`src/rtl/mult_rr_sched_pkg.sv`:
```
// mult_rr_sched_pkg: width helpers shared by the multiplier scheduler and its picker.
package mult_rr_sched_pkg;
  function automatic int clog2(input int n);
    int r = 0;
    for (int v = n - 1; v > 0; v = v >> 1) r++;
    return r;
  endfunction
  function automatic int prod_w(input int w);
    return 2 * w;
  endfunction
endpackage

```
`src/rtl/mult_rr_sched_rr_pick.sv`:
```
// rr_pick: combinational round-robin picker, searching upward from last+1 with wrap.
module rr_pick #(
  parameter int N  = 4,
  parameter int IW = 2
) (
  input  logic [N-1:0]  req,
  input  logic [IW-1:0] last,
  output logic [N-1:0]  gnt,
  output logic [IW-1:0] idx,
  output logic          any
);
  logic [IW-1:0] cand;
  // Scan farthest candidate first so the nearest one after last wins.
  always_comb begin
    idx = '0;
    any = 1'b0;
    cand = '0;
    for (int k = N; k >= 1; k--) begin
      cand = IW'((int'(last) + k) % N);
      if (req[cand]) begin
        idx = cand;
        any = 1'b1;
      end
    end
    gnt = any ? N'(1) << idx : '0;
  end
endmodule

```
`src/rtl/mult_rr_sched.sv`:
```
// mult_rr_sched: one shared unsigned multiplier, round-robin among requesters,
// single-entry output register refilled in the cycle it drains.
module mult_rr_sched
  import mult_rr_sched_pkg::*;
#(
  parameter int NREQ  = 4,
  parameter int WIDTH = 4,
  parameter int IDW   = clog2(NREQ),
  parameter int CNTW  = 16
) (
  input  logic                    clk,
  input  logic                    rst_n,
  input  logic [NREQ-1:0]         req_valid,
  output logic [NREQ-1:0]         req_ready,
  input  logic [NREQ*WIDTH-1:0]   req_a,
  input  logic [NREQ*WIDTH-1:0]   req_b,
  output logic                    rsp_valid,
  input  logic                    rsp_ready,
  output logic [IDW-1:0]          rsp_id,
  output logic [prod_w(WIDTH)-1:0] rsp_product,
  output logic [CNTW-1:0]         ops_done,
  output logic                    busy
);
  localparam int PW = prod_w(WIDTH);
  logic            free, take, any;
  logic [NREQ-1:0] gnt;
  logic [IDW-1:0]  g;
  logic [WIDTH-1:0] a_sel, b_sel;
  logic            rsp_valid_q, rsp_valid_d;
  logic [IDW-1:0]  rsp_id_q, rsp_id_d, last_q, last_d;
  logic [PW-1:0]   rsp_product_q, rsp_product_d;
  logic [CNTW-1:0] ops_q, ops_d;
  rr_pick #(.N(NREQ), .IW(IDW)) u_pick (
    .req (req_valid),
    .last(last_q),
    .gnt (gnt),
    .idx (g),
    .any (any)
  );
  always_comb begin
    free = !rsp_valid_q || rsp_ready;
    take = free && any && rst_n;
    req_ready = take ? gnt : '0;
    a_sel = req_a[int'(g)*WIDTH +: WIDTH];
    b_sel = req_b[int'(g)*WIDTH +: WIDTH];
    rsp_valid_d = take || (rsp_valid_q && !rsp_ready);
    rsp_id_d = take ? g : rsp_id_q;
    rsp_product_d = take ? PW'(a_sel) * PW'(b_sel) : rsp_product_q;
    last_d = take ? g : last_q;
    ops_d = (rsp_valid_q && rsp_ready && !(&ops_q)) ? ops_q + CNTW'(1) : ops_q;
  end
  always_ff @(posedge clk or negedge rst_n) begin
    if (!rst_n) begin
      rsp_valid_q <= 1'b0;
      rsp_id_q <= '0;
      rsp_product_q <= '0;
      ops_q <= '0;
      last_q <= IDW'(NREQ - 1);
    end else begin
      rsp_valid_q <= rsp_valid_d;
      rsp_id_q <= rsp_id_d;
      rsp_product_q <= rsp_product_d;
      ops_q <= ops_d;
      last_q <= last_d;
    end
  end
  assign rsp_valid = rsp_valid_q;
  assign rsp_id = rsp_id_q;
  assign rsp_product = rsp_product_q;
  assign ops_done = ops_q;
  assign busy = rsp_valid_q || (|req_valid);
endmodule

```
`config.mk`:
```
export PLATFORM = sky130hd
export DESIGN_NAME = mult_rr_sched
export DESIGN_NICKNAME = d
export VERILOG_FILES = /design/src/rtl/mult_rr_sched_pkg.sv /design/src/rtl/mult_rr_sched_rr_pick.sv /design/src/rtl/mult_rr_sched.sv
export SDC_FILE = /design/constraint.sdc
export NUM_CORES = 1
export LEC_CHECK = 0
export ABC_CLOCK_PERIOD_IN_PS = 4100
export CORE_MARGIN = 2
export CORE_UTILIZATION = 42
export CTS_CLUSTER_SIZE = 24
export DETAILED_ROUTE_END_ITERATION = 10
export PLACE_DENSITY = 0.77
export SKIP_CTS_REPAIR_TIMING = 1
export SLEW_MARGIN = 25
export SYNTH_ARGS = -nofsm -noshare
export SYNTH_HDL_FRONTEND = slang
export SYNTH_HIERARCHICAL = 1
export SYNTH_SLANG_ARGS = --single-unit
```
`constraint.sdc`:
```
create_clock -name clk -period 4.1 [get_ports clk]
set_input_delay 0.615 -clock clk [delete_from_list [all_inputs] [get_ports clk]]
set_output_delay 0.615 -clock clk [all_outputs]
set_load 0.02 [all_outputs]
```
[After elaboration in Yosys (flattened, before gate mapping)]
Cells that the tools add are included.
Word-level totals
  output and inout bits: 32
  word-level logic and storage cells: 49
  bits in registers: 29
  input bits: 39
Cells by class
  reductions and logical operators: 13
  multiply operators: 1
  shift operators: 3
  $lt $le $gt $ge: 4
  add/subtract/negate cells: 5
  muxes and demuxes: 18
Operators by type and width (number)
  $shiftx 16x5->4: 2
  $add 16x1->16 const B: 1
  $reduce_and 16->1: 1
  $lt 2x3->1 const B: 4
  $bmux 1 s2: 4
  $mul 4x4->8: 1
  $mux 1: 8
  $mux 2: 4
  $mux 4: 2
  $logic_and 1x1->1: 5
  $add 2x1->2 const B: 2
  $add 2x2->2 const B: 2
  $reduce_or 4->1: 1
  $shl 1x2->4 const A: 1
  $logic_not 1->1: 3
  $logic_or 1x1->1: 3

[Depth between registers and ports, before layout]
  depth after elaboration: 10
  gate-level depth with buffers: 14
  depth with buffers taken out: 13

[By module]
The synthesis kept the hierarchy.
By module, submodules not included
  mult_rr_sched: cells each 189, times used 1, area an instance 1989.4 sq um, seq. area each 728.2 sq um
  rr_pick: cells each 28, times used 1, area an instance 177.7 sq um, seq. area each 0.0 sq um

[Least setup slack after synthesis]
No wires, ideal clock.
  path kind: input to register
  from: in req_valid[1]
  to: reg rsp_product_q[7], in the netlist rsp_product[7]
  path buffers: 1
  path slack: 0.031 ns
  data required time: 4.031 ns
  setup time: 0.069 ns
  data arrival time: 4.000 ns
  stages: 14
  path through: nor2_1 > inv_1 > a311oi_2 > clkbuf_1 > mux4_2 > nand2_1 > fa_1 > inv_1 > fa_1 > ha_1 > a21o_1 > a31o_2 > a2111o_1 > nand3_1
Between the ends
  longest elaborated chain between the ends: 8
  elaborated cells on any way between the ends: 21
  classes of those cells: 1 x mul; 2 x shift; 16 x mux; 2 x reduce/logical
Ends and longest elaborated chain
  start: declaration: line mult_rr_sched.sv:13  | input logic [NREQ-1:0] req_valid,
  $bmux 1 s2: line mult_rr_sched_rr_pick.sv:20  | if (req[cand]) begin
  $mux 1 (implied by the code): line mult_rr_sched_rr_pick.sv:20
  $mux 2 (3 in a row): line mult_rr_sched_rr_pick.sv:20
  $mux 2 *: line mult_rr_sched_rr_pick.sv:20
  via g[1]: line mult_rr_sched.sv:27  | logic [IDW-1:0] g;
  $shiftx 16x5->4, on equally long branches: line mult_rr_sched.sv:44, mult_rr_sched.sv:45
  $mul 4x4->8 *: line mult_rr_sched.sv:48  | rsp_product_d = take ? PW'(a_sel) * PW'(b_sel) : rsp_product_q;
  end signal: assignment: line mult_rr_sched.sv:62  | rsp_product_q <= rsp_product_d;
  end: declaration: line mult_rr_sched.sv:31  | logic [PW-1:0] rsp_product_q, rsp_product_d;
Mark *: on every way through the listed nets, which the timed path passes. The rest lies on a longest branch. The select of a mux whose other input is x is not followed.
A chain may end at the register's enable or synchronous reset.

[Worst setup path after layout]
  from: reg last_q[0]
  to: reg rsp_product_q[7], in the netlist rsp_product[7]
Between the ends
  longest elaborated chain between the ends: 9
  elaborated cells on any way between the ends: 25
  classes of those cells: 4 x add/sub; 1 x mul; 2 x shift; 16 x mux; 2 x reduce/logical
Ends and longest elaborated chain
  start: declaration: line mult_rr_sched.sv:30  | logic [IDW-1:0] rsp_id_q, rsp_id_d, last_q, last_d;
  start signal: assignment: line mult_rr_sched.sv:58  | last_q <= IDW'(NREQ - 1);
  start signal: assignment: line mult_rr_sched.sv:64  | last_q <= last_d;
  $add 2x1->2: line mult_rr_sched_rr_pick.sv:19  | cand = IW'((int'(last) + k) % N);
  $bmux 1 s2: line mult_rr_sched_rr_pick.sv:20
  $mux 1 (implied by the code): line mult_rr_sched_rr_pick.sv:20
  $mux 2 (3 in a row): line mult_rr_sched_rr_pick.sv:20
  $mux 2 *: line mult_rr_sched_rr_pick.sv:20
  via g[0]: line mult_rr_sched.sv:27
  $shiftx 16x5->4, on equally long branches: line mult_rr_sched.sv:44, mult_rr_sched.sv:45
  $mul 4x4->8 *: line mult_rr_sched.sv:48
Marks and branches as above.

==> results.json <==
{
  "die-area_um2": 5750,
  "intPower_mw": 1.068,
  "skew_ps": 6.920,
  "pwr-share-clk": 0.149,
  "grt_most_used_layer": "met2",
  "worst-setup-path-type": "flop to flop",
  "synth_largest_area_cell": "dfrtp_1",
  "min_path_cells": 2,
  "grt_pass1_wl_um": 8100,
  "critPathMaxStageDelay_ps": 580,
  "synth_area_leaders": "dfrtp_1, mux4_2, ha_1",
  "ys.flop_type": "dfrtp_1",
  "reg2reg_to": "rsp_product[7]",
  "grt_pass1_vias": 1908,
  "min_period_ps": 3939,
  "slew_headroom": 0.4914,
  "finalHoldViolCount": 0,
  "port_buffers": 70,
  "hold_class": "flop to flop",
  "ir_drop_mv": 0.2337,
  "die_w_um": 75.83,
  "drt_pre_antenna_iters": 4,
  "clk_latency_ps": 280,
  "worst_slack_ps": 160.8,
  "path_max_fanout": 8,
  "cts.path.max_buffers": 2,
  "via_per_inst": 5.106,
  "yosysTopAreaCellShare": 0.3118,
  "synth_nets": 273,
  "grt_antenna_before_repair": 0,
  "syn_area_um2": 2167,
  "drive_gt1_frac": 0.2190,
  "period_share": 0.9608,
  "crit_required_ps": 4310,
  "setup_viol": 0,
  "ys_ff_latch": 29,
  "overflow": 0,
  "grtUsageTotal": 0.1830,
  "ys_types": 50,
  "finalWeightedCongestion": 0.8469,
  "gr-usage-met2": 0.3170,
  "grt_max_degree": 31,
  "fp.coreArea_um2": 5042,
  "switching_share": 0.3874,
  "initial_core_util": 0.4298,
  "drt_iter0_drc": 58,
  "final.setup.tns_ps": 0,
  "cts_root_buf": "clkbuf_8",
  "vias": 1966,
  "fin_hold_ws_ps": 478.0,
  "ys_warn_count": 6,
  "placed_cells": 373,
  "htree_levels": 2,
  "status": "finished clean",
  "r2r-start": "last_q[0]",
  "routedWlPerCell_um": 13.02,
  "synth_async_sr_flop_share": 1.000,
  "fin_cells": 385,
  "leakagePower_nw": 1.553,
  "grt.met3_usage": 0.03439,
  "crit_top_cell": "fa_1",
  "rows": 26,
  "tightest_slew_ps": 757.2,
  "crit_path_end_kind": "flop",
  "clk_pin_slew_ps": 70,
  "dp_hpwl_um": 3964,
  "cts_tree": "built",
  "n_antenna_cell": 0,
  "area.growth.synth_to_final_pct": 50.92,
  "whs_endpoint": "rsp_product[2]",
  "synth.yosys.seq_area_share": 0.3360,
  "ios": 71,
  "combPwrFrac": 0.589,
  "power.switching_mw": 0.6754,
  "die-height_um": 75.83,
  "worstSetupStartpointType": "flop",
  "detail-route-antenna-nets": 0,
  "cts_made_buffers": 5,
  "finalWirelength_um": 5014,
  "place_ws_ps": -502.9,
  "cp_slowest_cell": "dfstp_2",
  "rr_worst_depth": 14,
  "drc": 0,
  "arrival_ps": 4150,
  "finalCoreUtilization": 0.6486,
  "num-nets-final": 370,
  "cp_cell_sequence": "nand2b_4 -> o21ai_2 -> a211o_1 -> buf_12 -> mux4_2 -> nand2_2 -> fa_1 -> inv_2 -> fa_1 -> ha_1 -> a21o_1 -> a31o_2 -> a2111o_1 -> nand3_1",
  "hold_start": "rsp_product[2]",
  "synth_area_per_cell_um2": 9.987,
  "syn_inst": 217,
  "seqPwrFrac": 0.263,
  "clock_sinks": 29,
  "clock.fmax_mhz": 253.9,
  "grt.met1_usage": 0.2263,
  "r2r_slack_ps": 160,
  "rsz0062_at_grt": "no",
  "slew_viol_final": 0,
  "synth_edf_count": 0,
  "maxCapViolations": 0,
  "powerDensity_nw_per_um2": 533.1
}
## sequential cells by signal, indices dropped and copies added, names as in the netlist
| name | count |
|---|---|
| last_q | 2 |
| ops_done | 16 |
| rsp_id | 2 |
| rsp_product | 8 |
| rsp_valid | 1 |
## placed cells by master (no fill, tap or decap), types with 4 or more instances in the layout
cell and instances:
and2_1 13, inv_1 11, a21oi_1 7, buf_4 26, nand3_1 8, nor3_1 6, dfrtp_1 27, nand2_1 40
ha_1 13, clkdlybuf4s50_1 66, mux4_2 8, nor2_1 6, dlymetal6s2s_1 4, xor2_1 13, clkbuf_8 7
## logic make-up after synthesis
| group | count (synthesis) | synth area share |
|---|---|---|
| flip-flops | 29 | 0.3360 |
| AND/OR/NAND/NOR | 94 | 0.2373 |
| buffers and inverters | 19 | 0.03810 |
| adder cells (fa/ha/maj) | 17 | 0.1120 |
| AO/OA/AOI/OAI | 31 | 0.1126 |
| XOR/XNOR | 16 | 0.06467 |
| multiplexers | 11 | 0.09930 |
## metrics by stage
step           cell area [µm²]  total power, mW
5_1_grt                   3271            1.885
2_1_floorplan             2167            1.040
6_report                  3271            1.744
3_5_place_dp              3103            1.453
4_1_cts                   3204            1.724
3_3_place_gp              3103            1.431
## worst max-delay path, delay by kind of cell, from the launching register on
family,cells,cell delay [ps]
flip-flops,1,580
AND/OR/NAND/NOR,3,260
buffers and inverters,2,190
multiplexers,1,370
adder cells (fa/ha/maj),3,1340
AO/OA/AOI/OAI,5,1120
## how the worst max path moves through the flow
stage | from | slack [ps] | end
after floorplan | req_valid[1] | 30 | rsp_product[7]
after global placement | req_valid[1] | -440 | rsp_product[7]
after detailed placement | req_valid[3] | -500 | rsp_product[7]
after CTS | req_valid[3] | -200 | rsp_product[7]
after global routing | last_q[0] | 20 | rsp_product[5]
final | last_q[0] | 160 | rsp_product[7]
## power by group through the flow
stage,registers (mW),logic [mW],clock network [mW]
3_3_place_gp,0.458,0.973,0
2_1_floorplan,0.535,0.505,0
5_1_grt,0.469,1.14,0.275
4_1_cts,0.458,0.999,0.267
3_5_place_dp,0.462,0.992,0
6_report,0.458,1.03,0.259
## layer usage
metal / vias up / wire length (µm)
met5: - / 0
met4: 0 / 88
met3: 9 / 276
met2: 68 / 2505
met1: 936 / 2145
li1: 953 / -
## cells in the mapped netlist, types with 3 or more instances
| library cell | count |
|---|---|
| nand2_1 | 43 |
| dfrtp_1 | 27 |
| and2_1 | 13 |
| ha_1 | 13 |
| xor2_1 | 13 |
| inv_1 | 12 |
| a21oi_1 | 8 |
| mux4_2 | 8 |
| nand3_1 | 8 |
| nor2_1 | 6 |
| nor3_1 | 6 |
| fa_1 | 4 |
| a211oi_1 | 3 |
| a21o_1 | 3 |
| buf_2 | 3 |
| clkbuf_1 | 3 |
| nand2b_1 | 3 |
| o21ai_0 | 3 |
| xnor2_1 | 3 |
## area by class of cell
class	instances	area (µm²)
clock buffers	7	96.34
clock inverters	1	5.005
fillers	421	1772
inverters	12	45.04
multi-input cells	169	1383
flip-flops and latches	29	728.2
well taps	70	87.58
repair buffers	97	925.9
(Power assumes the default switching activity.)
